`src/rtl/wb_pkg.sv`:
```
// wb_pkg: shared state type, entry type and derived-width helpers for the write-back buffer.
package wb_pkg;
    typedef enum logic {IDLE, SEND} wb_state_e;
    function automatic int offsetWidth(input int blockSize);
        return $clog2(blockSize);
    endfunction
    function automatic int tagWidth(input int addressWidth, input int blockSize);
        return addressWidth - $clog2(blockSize);
    endfunction
    function automatic int beatCount(input int blockSize, input int dataWidth);
        return blockSize * 8 / dataWidth;
    endfunction
    // Entry geometry; the top-level address/block parameters default to these values.
    localparam int ENTRY_ADDRESS_WIDTH = 32;
    localparam int ENTRY_BLOCK_SIZE = 32;
    localparam int ENTRY_TAG_WIDTH = tagWidth(ENTRY_ADDRESS_WIDTH, ENTRY_BLOCK_SIZE);
    localparam int ENTRY_DATA_WIDTH = ENTRY_BLOCK_SIZE * 8;
    typedef struct packed {
        logic [ENTRY_TAG_WIDTH-1:0] tag;
        logic [ENTRY_DATA_WIDTH-1:0] data;
    } wb_entry_t;
endpackage

```
`src/rtl/write_back_fifo.sv`:
```
// write_back_fifo: circular block store with per-entry tag/valid taps for the lookup comparators.
module write_back_fifo
    import wb_pkg::*;
#(
    parameter int DEPTH = 4
) (
    input  logic clk,
    input  logic reset_n,
    input  logic push,
    input  logic pop,
    input  wb_entry_t pushEntry,
    output wb_entry_t headEntry,
    output logic [$clog2(DEPTH):0] count,
    output logic [DEPTH-1:0][ENTRY_TAG_WIDTH-1:0] entryTags,
    output logic [DEPTH-1:0] entryValid
);
    localparam int PW = $clog2(DEPTH);
    localparam int CW = PW + 1;
    wb_entry_t store [DEPTH];
    logic [PW-1:0] rdPtr, wrPtr;
    always_ff @(posedge clk or negedge reset_n) begin
        if (!reset_n) begin
            rdPtr <= '0;
            wrPtr <= '0;
            count <= '0;
        end else begin
            if (push) wrPtr <= wrPtr + 1'b1;
            if (pop) rdPtr <= rdPtr + 1'b1;
            count <= count + CW'(push) - CW'(pop);
        end
    end
    always_ff @(posedge clk) begin
        if (push) store[wrPtr] <= pushEntry;
    end
    assign headEntry = store[rdPtr];
    // A slot is live when its distance from the read pointer is below the count.
    for (genvar i = 0; i < DEPTH; i++) begin : g_tap
        assign entryTags[i] = store[i].tag;
        assign entryValid[i] = {1'b0, PW'(i) - rdPtr} < count;
    end
endmodule

```
`src/rtl/write_back_buffer.sv`:
```
// write_back_buffer: queues dirty-block evictions and drains each one to memory as a beat burst.
module write_back_buffer
    import wb_pkg::*;
#(
    parameter int NUM_WAYS = 4,
    parameter int DATA_WIDTH = 32,
    parameter int ADDRESS_WIDTH = ENTRY_ADDRESS_WIDTH,
    parameter int BLOCK_SIZE = ENTRY_BLOCK_SIZE,
    parameter int WB_DEPTH = 4,
    localparam int OFFSET_WIDTH = offsetWidth(BLOCK_SIZE),
    localparam int TAG_WIDTH = tagWidth(ADDRESS_WIDTH, BLOCK_SIZE),
    localparam int BEATS = beatCount(BLOCK_SIZE, DATA_WIDTH),
    localparam int CNT_WIDTH = $clog2(WB_DEPTH) + 1
) (
    input  logic clk,
    input  logic reset_n,
    input  logic req_valid,
    output logic req_ready,
    input  logic [NUM_WAYS-1:0] victim_onehot,
    input  logic [NUM_WAYS*TAG_WIDTH-1:0] way_tags,
    input  logic [BEATS*DATA_WIDTH-1:0] req_data,
    output logic mem_valid,
    output logic [ADDRESS_WIDTH-1:0] mem_address,
    output logic [DATA_WIDTH-1:0] mem_data,
    output logic mem_last,
    input  logic mem_ack,
    input  logic [TAG_WIDTH-1:0] lookup_tag,
    output logic lookup_hit,
    output logic [CNT_WIDTH-1:0] occupancy,
    output logic waiting_for_ack,
    output logic protocol_error
);
    localparam int BEAT_WIDTH = BEATS > 1 ? $clog2(BEATS) : 1;
    localparam int BYTE_SHIFT = $clog2(DATA_WIDTH / 8);
    wb_state_e state, stateNext;
    logic [BEAT_WIDTH-1:0] beat, beatNext;
    logic [TAG_WIDTH-1:0] victimTag;
    logic [OFFSET_WIDTH-1:0] beatOffset;
    logic victimOneHot, accept, push, pop, ackBeat, lastBeat;
    wb_entry_t headEntry;
    logic [WB_DEPTH-1:0][TAG_WIDTH-1:0] entryTags;
    logic [WB_DEPTH-1:0] entryValid;
    always_comb begin
        victimTag = '0;
        for (int i = 0; i < NUM_WAYS; i++)
            victimTag |= victim_onehot[i] ? way_tags[i*TAG_WIDTH +: TAG_WIDTH] : '0;
    end
    assign victimOneHot = victim_onehot != '0 && (victim_onehot & (victim_onehot - 1'b1)) == '0;
    assign req_ready = occupancy != CNT_WIDTH'(WB_DEPTH);
    assign accept = req_valid && req_ready;
    assign push = accept && victimOneHot;
    assign ackBeat = state == SEND && mem_ack;
    assign lastBeat = beat == BEAT_WIDTH'(BEATS - 1);
    assign pop = ackBeat && lastBeat;
    write_back_fifo #(.DEPTH(WB_DEPTH)) fifo (
        .clk(clk),
        .reset_n(reset_n),
        .push(push),
        .pop(pop),
        .pushEntry('{tag: victimTag, data: req_data}),
        .headEntry(headEntry),
        .count(occupancy),
        .entryTags(entryTags),
        .entryValid(entryValid)
    );
    always_ff @(posedge clk or negedge reset_n) begin
        if (!reset_n) begin
            state <= IDLE;
            beat <= '0;
            protocol_error <= 1'b0;
        end else begin
            state <= stateNext;
            beat <= beatNext;
            protocol_error <= protocol_error || (accept && !victimOneHot);
        end
    end
    // Stay in SEND across a block boundary whenever anything is left after the pop.
    always_comb begin
        stateNext = state;
        beatNext = beat;
        if (state == IDLE) begin
            stateNext = occupancy != '0 ? SEND : IDLE;
            beatNext = '0;
        end else if (ackBeat) begin
            beatNext = lastBeat ? '0 : beat + 1'b1;
            stateNext = !lastBeat || occupancy > CNT_WIDTH'(1) || push ? SEND : IDLE;
        end
    end
    assign beatOffset = OFFSET_WIDTH'(beat) << BYTE_SHIFT;
    assign mem_valid = state == SEND;
    assign waiting_for_ack = mem_valid;
    assign mem_address = mem_valid ? {headEntry.tag, beatOffset} : '0;
    assign mem_data = mem_valid ? headEntry.data[beat*DATA_WIDTH +: DATA_WIDTH] : '0;
    assign mem_last = mem_valid && lastBeat;
    always_comb begin
        lookup_hit = 1'b0;
        for (int i = 0; i < WB_DEPTH; i++)
            lookup_hit |= entryValid[i] && entryTags[i] == lookup_tag;
    end
endmodule

```
`config.mk`:
```
export PLATFORM = sky130hd
export DESIGN_NAME = write_back_buffer
export DESIGN_NICKNAME = d
export VERILOG_FILES = /design/src/rtl/wb_pkg.sv /design/src/rtl/write_back_fifo.sv /design/src/rtl/write_back_buffer.sv
export SDC_FILE = /design/constraint.sdc
export NUM_CORES = 1
export LEC_CHECK = 0
export ABC_AREA = 1
export CELL_PAD_IN_SITES_DETAIL_PLACEMENT = 1
export CELL_PAD_IN_SITES_GLOBAL_PLACEMENT = 1
export CORE_ASPECT_RATIO = 1.1
export CORE_UTILIZATION = 35
export DETAILED_ROUTE_END_ITERATION = 10
export GPL_TIMING_DRIVEN = 0
export HOLD_SLACK_MARGIN = 0.03
export PLACE_DENSITY = 0.73
export SLEW_MARGIN = 20
export SYNTH_ARGS = -nofsm -noshare
export SYNTH_HDL_FRONTEND = slang
export SYNTH_SLANG_ARGS = --single-unit
```
`constraint.sdc`:
```
create_clock -name clk -period 18.8 [get_ports clk]
set_input_delay 3.76 -clock clk [delete_from_list [all_inputs] [get_ports clk]]
set_output_delay 3.76 -clock clk [all_outputs]
set_load 0.01 [all_outputs]
```
==> out/results.ini <==
[outcome]
outcome=finished, final reports clean

[worst_setup_path]
critPathLaunch=lookup_tag[2]
path_max_fanout=6
r2r_start=fifo.count[0]$_DFF_PN0_
critPathCaptureType=primary output
crit_type=primary input to primary output
cp.arrival_ns=5.94
cp-start-kind=primary input
cp.required_ns=15.04

[final_layout]
layout.core_utilization_pct=44.5
seqCellArea_um2=34300
drive_above_1_share_pct=7.04
fillers=13900
multi_input_area_um2=10200
syn2layout_area_growth_pct=26.2
nets=4959

[yosys]
synth_area_um2=46600
synth.top_cell.area_share_pct=72.9
yosys_warnings=0
seq_area_frac_synth_pct=73.5
avgSynthCellArea_um2=12.0
ys_ff_latch=1144
synth_area_leaders=edfxtp_1 73%, nand2_1 7.2%, a21oi_1 3.4%
synth_cells=3897
synth_area_leader_cell=edfxtp_1
synthDistinctLibCells=29

[route]
ant_nets=0
wl_mm=179
first_iter_violations=3672
via_count=34700
drc=0
routed_via_density=5.38
wl_per_cell_um=27.7
drtPass1Iterations=8

[placed_design]
pre_cts_slack_ns=9.13
port_buffers=468
place_congestion=0.888
dp_hpwl_mm=130

[cts]
clock-sinks=1144
cts_buffers=115
htreeDepth=3
cts_buffer_depth=3
cts.root.buffer_cell=clkbuf_16
cts-resized-gates=0
postCtsSetupBuffers=0
clock_latency_ns=0.73
cts_tree=yes
cts_hold_buf=0
path_clk_slew_ns=0.06

[sta]
min_period_over_period_pct=51.6
max_slew_margin_pct=22.9
skew_ns=0.0210
tns_ns=0
fmax_ghz=0.103
layout_min_cycle_time_ns=9.70
tightest_slew_ns=1.16
rsz0062_at_grt=false
hold_viol_final=0
fin_ws_ns=9.10
slew_violations=0
setup_viol_count_final=0
worst_hold_slack_ns=0.477

[worst_hold_path]
min_path_type=flip-flop to flip-flop
hold_path.startpoint=protocol_error$_DFF_PN0_

[floorplanning]
fp-row-count=140
core_um2=132000
dieArea_um2=135000
die_w_um=350
die_y_um=385
ioPinCount=472
start_util_pct=35.3

[grt]
grt_max_degree=24
grt_pass1_vias=35100
gr-total-overflow=0
gr-usage-all-layers_pct=25.8
grt_pass1_wl_mm=247
antenna_found_initial=88

[pwr]
power.density_nw_per_um2=144
vdd_drop_max_uv=102
finalPower_w=0.00848
p_leak_nw=21.1

[run]
maxCapViolations=0

## stage by stage
stage / instances / area (µm²)
floorplan: 3898 / 46600
global placement: 6141 / 53600
detailed placement: 6204 / 55000
CTS: 6420 / 58700
global route: 6441 / 58800
finish: 6457 / 58800
## logic make-up (layout without fill, tap and decap cells)
| logic type | count (synthesis) | in the layout | synth area share [%] |
|---|---|---|---|
| buffers and inverters | 550 | 1297 | 4.67 |
| other | 1 | 39 | 0.00804 |
| flip-flops | 1144 | 1144 | 73.5 |
| XOR/XNOR | 30 | 30 | 0.563 |
| AND/OR/NAND/NOR | 1739 | 1739 | 16.0 |
| AO/OA/AOI/OAI | 419 | 419 | 4.85 |
| adder cells (fa/ha/maj) | 14 | 14 | 0.392 |
## worst max-delay path, stage by stage
cell             delay (ns)
clkdlybuf4s50_1        0.60
inv_1                  0.19
nand2_1                0.09
nand2_1                0.05
nor2_1                 0.21
nand2_1                0.08
nor2_1                 0.09
nand2_1                0.06
nor2_1                 0.09
nor2_1                 0.05
nand2_1                0.11
clkdlybuf4s50_1        0.55
## state kept, by name, summed over array words and instances, names as in the netlist
| register | flops |
|---|---|
| beat | 3 |
| fifo.count | 3 |
| fifo.rdPtr | 2 |
| fifo.store | 1132 |
| fifo.wrPtr | 2 |
| mem_valid | 1 |
| protocol_error | 1 |
## final cells by class
cell class / count / share of cell area [%]
buffer: 200 / 1.47
sequential: 1144 / 58.3
antenna: 37 / 0.157
timing repair buffer: 531 / 10.4
inverter: 350 / 2.23
tap: 1775 / 3.77
clock buffer: 134 / 5.05
multi-input combinational: 2204 / 17.3
clock inverter: 82 / 1.26
## cells in the final DEF (no fill, tap or decap), types with 2 or more instances in the layout
master | synthesis | final
a31oi_1 | 3 | 3
clkinvlp_4 | 0 | 6
conb_1 | 1 | 2
nand4_1 | 205 | 205
nand2_1 | 890 | 890
o22ai_1 | 22 | 22
a221oi_1 | 24 | 24
o21ai_0 | 32 | 32
bufinv_16 | 0 | 12
clkbuf_16 | 0 | 116
buf_12 | 0 | 34
inv_6 | 0 | 3
inv_2 | 5 | 5
dfrtp_1 | 12 | 12
edfxtp_1 | 1132 | 1132
buf_16 | 0 | 27
nor2_4 | 2 | 6
nand3_1 | 319 | 319
clkinv_8 | 0 | 3
inv_1 | 344 | 344
buf_1 | 41 | 41
clkdlybuf4s50_1 | 0 | 468
diode_2 | 0 | 37
buf_4 | 6 | 6
ha_1 | 13 | 13
xnor2_1 | 27 | 27
clkbuf_1 | 80 | 98
nor2_1 | 322 | 318
a21oi_1 | 321 | 321
clkinv_2 | 0 | 31
a22oi_1 | 14 | 14
xor2_1 | 3 | 3
buf_2 | 73 | 73
buf_8 | 0 | 2
clkinv_1 | 1 | 27
## synthesized netlist by cell type (all sizes together)
library cell     n
a22oi           14
nand4          205
clkbuf          80
conb             1
xor2             3
a31oi            3
buf            120
nand3          319
edfxtp        1132
nor2           324
ha              13
dfrtp           12
o22ai           22
inv            349
a21oi          321
clkinv           1
o32ai            1
nand2          891
fa               1
o21a             1
o21ai           32
a221oi          24
xnor2           27
a31o             1
## worst paths after layout
path | to | slack (ns) | cells after the start
setup / recovery | lookup_hit | 9.10 | 12
hold / removal | protocol_error$_DFF_PN0_ | 0.48 | 1
setup reg to reg | fifo.store[3][244]$_DFFE_PP_ | 14.90 | 13
hold reg to reg | protocol_error$_DFF_PN0_ | 0.48 | 1
max in group asynchronous | beat[0]$_DFFE_PN0P_ | 14.87 | 1
min in group asynchronous | protocol_error$_DFF_PN0_ | 3.47 | 1
## routing by layer
layer / vias up / GRT usage [%] / wire (µm)
li1: 15100 / - / -
met1: 17600 / 31.2 / 66200
met2: 1638 / 42.8 / 86200
met3: 384 / 6.42 / 17100
met4: 60 / 12.6 / 8740
met5: - / 0 / 378
## report_power, final
group          internal, W  leakage, nW  switching, W
logic             0.000877         8.97       0.00224
clock network      0.00129         1.82      0.000993
registers          0.00302         10.4     0.0000610
total              0.00519         21.1       0.00329
No activity file was read; power rests on OpenSTA's default activity.
